<file path="src/rtl/rocket_reset_seq.sv">
`default_nettype none
// ============================================================================
// Module   : rocket_reset_seq
// Purpose  : Reset sequencer for the Rocket subsystem. Synchronizes release
//            of the async system reset, holds the uncore in reset for
//            HOLD_CYCLES, then releases tile resets STAGGER cycles apart.
//            Supports software re-reset from RELEASE/RUN.
// Options  : ROCKET_RESET_SEQ_WDT_EN - enables the RUN-state watchdog that
//            triggers a re-reset and sets the sticky wdt_fired flag.
// Revision : 1.0 - initial release
// ============================================================================
module rocket_reset_seq #(
  parameter int N_TILES     = 4,
  parameter int HOLD_CYCLES = 100,
  parameter int STAGGER     = 16,
  parameter int WDT_CYCLES  = 1000
) (
  input  logic               clock,
  input  logic               reset_n,
  input  logic               sw_reset_req,
  input  logic               wdt_kick,
  output logic               sys_reset,
  output logic [N_TILES-1:0] tile_reset,
  output logic               ready,
  output logic               wdt_fired
);

  // Counter must hold the largest terminal value of any state that uses it.
  localparam int c_rel_cycles = STAGGER * N_TILES;
  localparam int c_max_a      = (HOLD_CYCLES > c_rel_cycles) ? HOLD_CYCLES : c_rel_cycles;
  localparam int c_cnt_max    = (c_max_a > WDT_CYCLES) ? c_max_a : WDT_CYCLES;
  localparam int c_cnt_w      = $clog2(c_cnt_max + 1);

  localparam logic [c_cnt_w-1:0] c_hold_last = c_cnt_w'(HOLD_CYCLES - 1);
  localparam logic [c_cnt_w-1:0] c_rel_last  = c_cnt_w'(c_rel_cycles - 1);
  localparam logic [c_cnt_w-1:0] c_cnt_one   = c_cnt_w'(1);

  typedef enum logic [1:0] {
    ST_SYNC    = 2'd0,
    ST_HOLD    = 2'd1,
    ST_RELEASE = 2'd2,
    ST_RUN     = 2'd3
  } state_t;

  logic               r_sync_d;
  logic               r_sync_q;
  state_t             r_state;
  logic [c_cnt_w-1:0] r_cnt;
  logic               r_sys_reset;
  logic [N_TILES-1:0] r_tile_reset;
  logic               r_ready;
  logic               w_wdt_timeout;
  logic               w_rereset;

`ifdef ROCKET_RESET_SEQ_WDT_EN
  localparam logic [c_cnt_w-1:0] c_wdt_last = c_cnt_w'(WDT_CYCLES - 1);
  logic r_wdt_fired;

  // Timeout fires only when no kick arrives on the terminal count cycle.
  assign w_wdt_timeout = (r_state == ST_RUN) && !wdt_kick && (r_cnt == c_wdt_last);

  // Sticky flag recording that the watchdog forced a re-reset.
  always_ff @(posedge clock or negedge reset_n) begin
    if (!reset_n) begin
      r_wdt_fired <= 1'b0;
    end else if (w_wdt_timeout) begin
      r_wdt_fired <= 1'b1;
    end
  end

  assign wdt_fired = r_wdt_fired;
`else
  logic w_unused_kick;
  assign w_unused_kick = wdt_kick;
  assign w_wdt_timeout = 1'b0;
  assign wdt_fired     = 1'b0;
`endif

  // A watchdog timeout behaves exactly like a software request.
  assign w_rereset = sw_reset_req || w_wdt_timeout;

  // Two-flop synchronizer for the deassertion edge of reset_n.
  always_ff @(posedge clock or negedge reset_n) begin
    if (!reset_n) begin
      r_sync_d <= 1'b0;
      r_sync_q <= 1'b0;
    end else begin
      r_sync_d <= 1'b1;
      r_sync_q <= r_sync_d;
    end
  end

  // Sequencer FSM; every output is a flop driven from here.
  always_ff @(posedge clock or negedge reset_n) begin
    if (!reset_n) begin
      r_state      <= ST_SYNC;
      r_cnt        <= '0;
      r_sys_reset  <= 1'b1;
      r_tile_reset <= '1;
      r_ready      <= 1'b0;
    end else begin
      case (r_state)
        ST_SYNC: begin
          if (r_sync_q) begin
            r_state <= ST_HOLD;
            r_cnt   <= '0;
          end
        end

        // Re-reset requests are deliberately ignored while holding.
        ST_HOLD: begin
          if (r_cnt == c_hold_last) begin
            r_sys_reset <= 1'b0;
            r_state     <= ST_RELEASE;
            r_cnt       <= '0;
          end else begin
            r_cnt <= r_cnt + c_cnt_one;
          end
        end

        // A request on a release cycle wins, so no tile drops that cycle.
        ST_RELEASE: begin
          if (w_rereset) begin
            r_sys_reset  <= 1'b1;
            r_tile_reset <= '1;
            r_ready      <= 1'b0;
            r_state      <= ST_HOLD;
            r_cnt        <= '0;
          end else begin
            r_cnt <= r_cnt + c_cnt_one;
            for (int i = 0; i < N_TILES; i++) begin
              if (r_cnt == c_cnt_w'(STAGGER * (i + 1) - 1)) begin
                r_tile_reset[i] <= 1'b0;
              end
            end
            if (r_cnt == c_rel_last) begin
              r_ready <= 1'b1;
              r_state <= ST_RUN;
              r_cnt   <= '0;
            end
          end
        end

        // In RUN the counter only advances when the watchdog is built in.
        ST_RUN: begin
          if (w_rereset) begin
            r_sys_reset  <= 1'b1;
            r_tile_reset <= '1;
            r_ready      <= 1'b0;
            r_state      <= ST_HOLD;
            r_cnt        <= '0;
          end else begin
`ifdef ROCKET_RESET_SEQ_WDT_EN
            if (wdt_kick) begin
              r_cnt <= '0;
            end else begin
              r_cnt <= r_cnt + c_cnt_one;
            end
`else
            r_cnt <= '0;
`endif
          end
        end

        default: begin
          r_state <= ST_SYNC;
          r_cnt   <= '0;
        end
      endcase
    end
  end

  assign sys_reset  = r_sys_reset;
  assign tile_reset = r_tile_reset;
  assign ready      = r_ready;

endmodule
`default_nettype wire

</file>
<file path="config.mk">
export PLATFORM = sky130hd
export DESIGN_NAME = rocket_reset_seq
export DESIGN_NICKNAME = d
export VERILOG_FILES = /design/src/rtl/rocket_reset_seq.sv
export SDC_FILE = /design/constraint.sdc
export NUM_CORES = 1
export LEC_CHECK = 0
export CAP_MARGIN = 15
export CORE_MARGIN = 3
export CORE_UTILIZATION = 59
export CTS_BUF_LIST = sky130_fd_sc_hd__clkbuf_4
export DETAILED_ROUTE_END_ITERATION = 16
export PLACE_DENSITY = 0.85
export SLEW_MARGIN = 15
export SYNTH_ARGS = -nofsm -noshare
export SYNTH_HDL_FRONTEND = slang
export SYNTH_SLANG_ARGS = --single-unit
</file>
<file path="constraint.sdc">
create_clock -name clock -period 2.4 [get_ports clock]
set_clock_uncertainty 0.05 [all_clocks]
set_input_delay 0.36 -clock clock [delete_from_list [all_inputs] [get_ports clock]]
set_output_delay 0.36 -clock clock [all_outputs]
set_load 0.1 [all_outputs]
</file>
==> metrics.txt, run 1 <==
1st-iter DRT viols=28; port bufs=8; largest cells by area after synthesis=dfrtp_1 31%, dfstp_2 11%, ha_1 6.2%; CP Max Fanout=9; CTS tree=built; power density cells=466.6 nW/µm²; drt total wl=2296 µm; ys async rst share=100.0%; Final #Nets=140; Clock Latency Late Sink=0.31 ns; Setup TNS=0 ns; Mean Syn Cell Area=10.12 µm²; total core area=1839 µm²; Starting Density=66.05%; CP endpoint kind=flip-flop; Max-slew headroom=52.29%; Tcrit/Tclk final=85.63%; H-tree Lvls=1; layout cell share with drive strength beyond 1=20.16%; Worst VDD drop=0.4032 mV; Gate Count Post-Synth=120; pin count of the biggest net entering global routing=22; Clk pwr share=42.9%; ANT nets after route=0; vias=957; die height=51.38 µm; clock sinks=20; worst min-delay path category=flip-flop to flip-flop; CTS buffer count=3; slowest stage cell on the critical path=dfrtp_1; RSZ-0062 raised after global routing=false; Yosys warning count=0; crit path cell chain=ha_1, and4_1, a31oi_1, o21ai_2, a211oi_1; Overflow after GRT=0; Comb power frac=3.5%; overall routing resource usage=20.94%; post-CTS sizing=0; count leader, synth=dfrtp_1; vias in the first global route=952; Worst Max-Slew Pin Slew=0.7156 ns; CP startpoint kind=flip-flop; final number of hold-violating endpoints=0; Period minus WS final=2.055 ns; Max-Cap Viols=0; Synth area leader=dfrtp_1; die width=51.38 µm; Yosys cell types=42; Commonest cells post-synth=15 x dfrtp_1, 7 x nand4_1; Area Growth Syn to Fin=11.74%; gpl congestion=0.8401; Max Slew Vio Count=0; Top FF cell, synth=dfrtp_1; part of the power in registers=53.6%; Leak=0.5995 nW; Psw=0.1199 mW; Tot Pwr=0.6335 mW; # Post-CTS Setup Buffers=0; via/cell ratio=6.214; Rows=15; Mapped Nets=130; clock slew at reported path FFs=0.11 ns; register area share after synthesis=41.71%; CP arrival=2.22 ns; first drt pass iteration count=4; CTS Hold Bufs=0; CP max stage delay=0.43 ns; antenna violations before repair=0; diodes inserted=0; Critical Path RT=2.56 ns; Syn Std Cell Area=1215 µm²; FF+latch count, synth=20; first-pass GRT wire length=4133 µm; Final setup viols=0; Residual DRC=0; top-area cell type share of the netlist area=30.90%; deepest clock path buffer count=2; IO Pins=11; root buf cell=clkbuf_4; routed len/inst=14.91 µm; post-DP HPWL=1695 µm; fmax=486.6 MHz; Post-synth EDFFs=0; die area=2640 µm²; sw frac=18.93%; Int Power=0.5136 mW; run status=completed; Setup CP Type=flip-flop to flip-flop
==> per-stage QoR <==
| stage | instances | setup WS, ns | hold slack (ns) | util (%) | cell area (µm²) |
|---|---|---|---|---|---|
| final | 154 | 0.3450 | 0.3220 | 73.81 | 1358 |
| after global routing | 154 | 0.2579 | 0.3200 | 73.81 | 1358 |
| after CTS | 154 | 0.3551 | 0.3291 | 73.81 | 1358 |
| after detailed placement | 150 | 0.4210 | 0.3004 | 70.95 | 1305 |
| after global placement | 150 | 0.4323 | 0.2937 | 70.95 | 1305 |
| after floorplan | 120 | 0.5597 | 0.01441 | - | 1215 |
==> cell usage in the layout, fill, tap and decap left out, types with 2 or more instances in the layout <==
cell	synthesis	layout
dfstp_2	5	5
nor2_1	6	6
nor3_1	3	3
nand2_1	5	5
o22a_1	6	6
o211ai_1	2	2
dfrtp_1	15	15
nand3_1	2	2
clkdlybuf4s50_1	0	2
and3_1	2	2
a21o_1	2	2
buf_4	1	9
ha_1	6	6
a21oi_1	5	5
and4_1	2	2
o21ai_1	3	3
nor2b_1	3	3
conb_1	2	2
nand4_1	7	7
clkbuf_4	0	3
a211oi_1	2	2
nand2b_1	5	5
mux2i_1	4	4
o21ai_0	4	4
inv_1	6	6
==> worst paths after layout <==
path / startpoint / endpoint / slack (ns) / cells past startpoint
worst max-delay path: r_cnt[0] / r_cnt[7] / 0.34 / 5
worst min-delay path: r_sync_d / r_sync_q / 0.32 / 0
worst max register to register: r_cnt[0] / r_cnt[7] / 0.34 / 5
worst min register to register: r_sync_d / r_sync_q / 0.32 / 0
max in group asynchronous: reset_n / tile_reset[1] / 1.70 / 2
min in group asynchronous: reset_n / r_cnt[5] / 0.33 / 2
==> routing by layer <==
layer / vias to the layer above / GRT usage [%] / wire length [µm]
met2: 31 / 34.32 / 1102
met5: - / 0 / 0
met1: 461 / 26.39 / 1038
met4: 0 / 6.114 / 31
met3: 5 / 6.414 / 124
li1: 460 / - / -
==> registers in the layout, summed over array words and instances (netlist names) <==
register / cells
r_sync_q: 1
r_cnt: 10
ready: 1
sys_reset: 1
r_state: 2
r_sync_d: 1
tile_reset: 4
==> cells by family after synthesis <==
family,count (synthesis),synth area share (%)
AOI/OAI and AO/OA,35,22.35
adders and majority gates,6,6.179
and+or+nand+nor,41,21.63
buffers and inverters,12,4.223
muxes,4,3.296
other,2,0.6182
DFF,20,41.71
==> critical path, delay by kind of cell, from the launching register on <==
kind | cells | cell delay (ns)
compound gates | 3 | 0.94
simple gates | 1 | 0.27
fa+ha+maj | 1 | 0.26
flops | 1 | 0.43
==> final cells by class <==
type                            count  area [µm²]
Clock inverter                      1       30.03
Timing Repair Buffer               11       87.58
Tap cell                           25       31.28
Fill cell                         142       481.7
Inverter                            6       22.52
Sequential cell                    20       506.7
Multi-Input combinational cell     88       656.9
Clock buffer                        3       22.52
==> power groups by stage <==
stage               combinational [mW]  clock (mW)  sequential (mW)
floorplan                      0.00963           0            0.346
global placement                0.0222           0            0.346
detailed placement              0.0228           0            0.346
CTS                             0.0228       0.282            0.340
global route                    0.0240       0.294            0.340
finish                          0.0220       0.272            0.340
Power figures use the tool's default switching activity.
==> inputs of run 2 (changes only) <==
--- a/config.mk
+++ b/config.mk
@@ -7,10 +7,12 @@
 export LEC_CHECK = 0
 export CAP_MARGIN = 15
 export CORE_MARGIN = 3
-export CORE_UTILIZATION = 59
+export CORE_UTILIZATION = 60
 export CTS_BUF_LIST = sky130_fd_sc_hd__clkbuf_4
 export DETAILED_ROUTE_END_ITERATION = 16
-export PLACE_DENSITY = 0.85
+export DONT_BUFFER_PORTS = 1
+export PLACE_DENSITY = 0.8
+export SETUP_SLACK_MARGIN = 0.5
 export SLEW_MARGIN = 15
 export SYNTH_ARGS = -nofsm -noshare
 export SYNTH_HDL_FRONTEND = slang
==> run 2 against run 1 <==
  * First-iteration DRC count up 39%
  * Sequential power about the same
  * Sequential cell count unchanged
  * Global-route usage down 0.60 points
  * Final cell count down 1.3%
  * Hold slack worse by 0.17 ns
  * Via count up 2.0%
  * Wire length up 15%
  * Clock-buffer cell count unchanged
  * Total power down 18%
  * Critical path depth down 1
==> metrics.txt, run 2 (synthesized netlist as in run 1, its figures left out) <==
RSZ-0062 raised after global routing=true; layout cell share with drive strength beyond 1=27.56%; total core area=1821 µm²; drt total wl=2648 µm; CP endpoint kind=flip-flop; die height=51 µm; gpl congestion=0.7731; pre-CTS setup slack=0.3598 ns; H-tree Lvls=1; Final #Nets=138; placed cell count=141; vias in the first global route=828; Residual DRC=0; met1 Usage GRT=27.79%; busiest layer in global routing=met2; Max-slew headroom=40.78%; Overflow after GRT=0; Rows=15; ANT nets after route=0; diodes inserted=0; deepest clock path buffer count=2; clock sinks=20; overall routing resource usage=20.34%; Leak=0.5644 nW; CTS tree=built; CP Max Fanout=5; worst-case reg-to-reg path depth=4; Top reg by flops=r_cnt; commonest non-fill, non-tap cell in the layout=dfrtp_1; Tcrit/Tclk final=78.07%; Max-Cap Viols=0; RR Startpoint=r_cnt[7]; port bufs=0; Critical Path RT=2.59 ns; Critical Path End=tile_reset[1]; Period minus WS final=1.874 ns; pin count of the biggest net entering global routing=21; Final setup viols=0; vias=976; worst min-delay path category=input port to flip-flop; die width=51 µm; final number of hold-violating endpoints=0; 1st-iter DRT viols=39; fin util=75.60%; clock slew at reported path FFs=0.12 ns; Area Growth Syn to Fin=13.29%; filler-free cell count of the finished design=152; run status=completed; Setup TNS=0 ns; fmax=533.7 MHz; GR Util met2=32.83%; routed len/inst=17.42 µm; CP startpoint kind=flip-flop; Worst VDD drop=0.5212 mV; commonest non-fill, non-tap cells in the layout=12 x dfrtp_1, 8 x buf_4, 7 x nand4_1; post-DP HPWL=1672 µm; met3 usage=2.915%; first drt pass iteration count=4; CP arrival=2.07 ns; die area=2601 µm²; flop2flop setup slack=0.53 ns; root buf cell=clkbuf_4; hold_ws=0.1503 ns; Max Slew Vio Count=0; CP startpoint=r_cnt[7]; max reg flops=10; via/cell ratio=6.421; first-pass GRT wire length=3926 µm; power density cells=378.7 nW/µm²; Crit Reg-Reg Endpoint=tile_reset[1]; Clock Latency Late Sink=0.30 ns; antenna violations before repair=0; Worst Max-Slew Pin Slew=0.8854 ns; IO Pins=11; Final WS setup=0.5262 ns; Starting Density=66.74%; CTS buffer count=3; Setup CP Type=flip-flop to flip-flop
-- run 2: routing by layer --
layer	vias to the layer above	share of wire, %	wire length (µm)
met4	0	1.7	46
met2	33	47	1243
li1	460	-	-
met1	475	48	1270
met5	-	0	0
met3	8	3.3	88
-- run 2: per-stage QoR --
step / area (µm²) / power (mW)
floorplan: 1215 / 0.3553
global placement: 1232 / 0.3542
detailed placement: 1232 / 0.3543
CTS: 1297 / 0.5279
global route: 1376 / 0.5423
finish: 1376 / 0.5213
-- run 2: power breakdown --
part           internal, mW  switching (mW)  total (mW)
Sequential            0.339        0.000677       0.340
Clock                0.0606           0.105       0.166
Combinational       0.00192          0.0141      0.0160
-- run 2: area by class of cell --
| type | count | area, µm² |
|---|---|---|
| Clock buffer | 3 | 22.52 |
| Inverter | 6 | 22.52 |
| Tap cell | 25 | 31.28 |
| Fill cell | 117 | 444.2 |
| Timing Repair Buffer | 9 | 70.07 |
| Multi-Input combinational cell | 88 | 715.7 |
| Clock inverter | 1 | 3.754 |
| Sequential cell | 20 | 510.5 |
-- run 2: repair_timing --
action | 4_1_cts | 5_1_grt
setup buffers | 0 | 6
hold endpoints to repair | 20 | 0
pin swaps | 1 | 4
gates resized for setup | 7 | 9
hold buffers | 1 | 0
endpoints found under the setup margin | 13 | 14
gates cloned | 0 | 0
-- run 2: worst min-delay path by stage --
stage / from / endpoint / slack, ns / cells past startpoint
CTS: sw_reset_req / tile_reset[3] / 0.14 / 1
detailed placement: reset_n / r_cnt[9] / 0.01 / 0
floorplan: reset_n / r_cnt[0] / 0.01 / 0
global route: sw_reset_req / tile_reset[0] / 0.14 / 1
finish: sw_reset_req / tile_reset[3] / 0.15 / 1
global placement: reset_n / r_cnt[8] / 0.01 / 0
-- run 2: critical path, cell delays in order, from the launching register on --
cell and delay [ns]:
dfrtp_2 0.46, nor4_4 0.41, or4b_4 0.52, o22a_1 0.20
o22a_1 0.18
==> inputs of run 3 (changes only) <==
==> constraint.sdc (replaced) <==
create_clock -name clock -period 1.95 [get_ports clock]
set_clock_uncertainty 0.05 [all_clocks]
set_input_delay 0.2925 -clock clock [delete_from_list [all_inputs] [get_ports clock]]
set_output_delay 0.2925 -clock clock [all_outputs]
set_load 0.1 [all_outputs]
==> run 3 against run 2 <==
  * Sequential cell count unchanged
  * Combinational power grew 29%
  * Hold slack got worse by 0.089 ns
  * First-iteration DRC count down 38%
  * Global-route usage is 5.7 points higher
  * Via count rose by 9.2%
  * Sequential power is 23% higher
  * Core utilization rose by 11 points
  * Clock-buffer cell count unchanged
  * Die area unchanged
  * Critical path type unchanged
==> metrics.txt, run 3 (synthesized netlist as in run 1, its figures left out) <==
run status=completed; Rows=15; die height=51 µm; Hold Crit Start=sw_reset_req; power density cells=417.5 nW/µm²; via/cell ratio=6.308; Setup TNS=0 ns; Worst VDD drop=0.4387 mV; CTS tree=built; H-tree Lvls=1; pin count of the biggest net entering global routing=21; 1st-iter DRT viols=24; Residual DRC=0; Setup CP Type=flip-flop to flip-flop; Final #Nets=155; first drt pass iteration count=4; clock slew at reported path FFs=0.12 ns; post-DP HPWL=1756 µm; CP max stage delay=0.48 ns; Critical Path RT=2.16 ns; Comb power frac=3.1%; port bufs=0; critical path's top delay family=flip-flops; CTS buffer count=3; ANT nets after route=0; drt total wl=3234 µm; CP arrival=1.99 ns; RSZ-0062 raised after global routing=true; Max-Cap Viols=0; CP startpoint=r_cnt[9]; die width=51 µm; part of the power in registers=63.3%; slowest stage cell on the critical path=dfrtp_1; Leak=0.6659 nW; Multi-input gate area=775.7 µm²; commonest non-fill, non-tap cells in the layout=22 x buf_4, 11 x dfrtp_1, 7 x nand4_1; Top reg by flops=r_cnt; vias in the first global route=1056; layout cell share with drive strength beyond 1=40.97%; Max Slew Vio Count=0; worst min-delay path category=input port to flip-flop; Layout fillers=85; first-pass GRT wire length=5030 µm; Worst Max-Slew Pin Slew=0.9276 ns; Period minus WS final=1.778 ns; root buf cell=clkbuf_4; Tcrit/Tclk final=91.17%; Final setup viols=0; max reg flops=10; diodes inserted=0; CP startpoint kind=flip-flop; crit path cell chain=nor4_4, buf_4, a31oi_4, a2111oi_4, mux2i_1; antenna violations before repair=0; Starting Density=66.74%; die area=2601 µm²; Int Power=0.4951 mW; Reg area=519.2 µm²; CP Max Fanout=5; total core area=1821 µm²; CP endpoint kind=flip-flop; Psw=0.1652 mW; Max-slew headroom=37.95%; fmax=562.5 MHz; Clk pwr share=33.6%; RR Startpoint=r_cnt[9]; Clock Latency Late Sink=0.33 ns; routed len/inst=19.14 µm; sw frac=25.02%; final number of hold-violating endpoints=0; Area Growth Syn to Fin=30.18%; clock sinks=20; gpl congestion=0.8069; deepest clock path buffer count=2; vias=1066; Overflow after GRT=0; hold_ws=0.06091 ns; IO Pins=11; commonest non-fill, non-tap cell in the layout=buf_4; crit path buf inv count=1; overall routing resource usage=26.01%
-- run 3: power groups by stage --
stage | sequential, mW | combinational (mW) | clock [mW]
2_1_floorplan | 0.426 | 0.0125 | 0
3_3_place_gp | 0.426 | 0.0110 | 0
5_1_grt | 0.419 | 0.0223 | 0.246
3_5_place_dp | 0.426 | 0.0111 | 0
6_report | 0.418 | 0.0207 | 0.222
4_1_cts | 0.418 | 0.0206 | 0.204
-- run 3: timing repair --
| item | in CTS | in global routing |
|---|---|---|
| gates cloned | 0 | 1 |
| pin swaps | 4 | 2 |
| gates resized for setup | 11 | 11 |
| setup endpoints to repair | 23 | 23 |
| hold buffers | 1 | 0 |
| setup buffers | 11 | 7 |
| hold endpoints to repair | 20 | 0 |
-- run 3: final timing paths --
path	cells after the start	slack (ns)	endpoint
setup / recovery	5	0.17	r_state[0]
max in group asynchronous	1	0.74	r_cnt[2]
setup reg to reg	5	0.17	r_state[0]
hold / removal	1	0.06	tile_reset[1]
hold reg to reg	0	0.33	r_sync_q
min in group asynchronous	1	0.49	r_cnt[9]
-- run 3: routing by layer --
metal | part of all wire [%] | global-route usage, % | vias to the layer above | wire [µm]
met5 | 0 | 0 | - | 0
met4 | 1.9 | 6.726 | 0 | 62
met3 | 3.3 | 5.831 | 8 | 107
met2 | 52 | 46.35 | 26 | 1692
met1 | 42 | 31.33 | 538 | 1371
li1 | - | - | 494 | -
-- run 3: final cells by class --
cell class              instances  area share, %
flip-flops and latches         20          32.83
clock buffers                   3          1.424
clock inverters                 1         0.2373
multi-input cells              89          49.05
inverters                       6          1.424
repair buffers                 25          13.05
well taps                      25          1.978
-- run 3: stage by stage --
stage                     power [mW]  worst slack [ns]  util [%]  std cells  cell area [µm²]
after global placement        0.4368            0.1152     72.23        145             1315
after floorplan               0.4381            0.2265         -        120             1274
after global routing          0.6868           0.05475     86.87        169             1582
after CTS                     0.6424            0.1741     81.37        161             1481
after detailed placement      0.4371           0.09219     72.23        145             1315
final                         0.6604            0.1723     86.87        169             1582
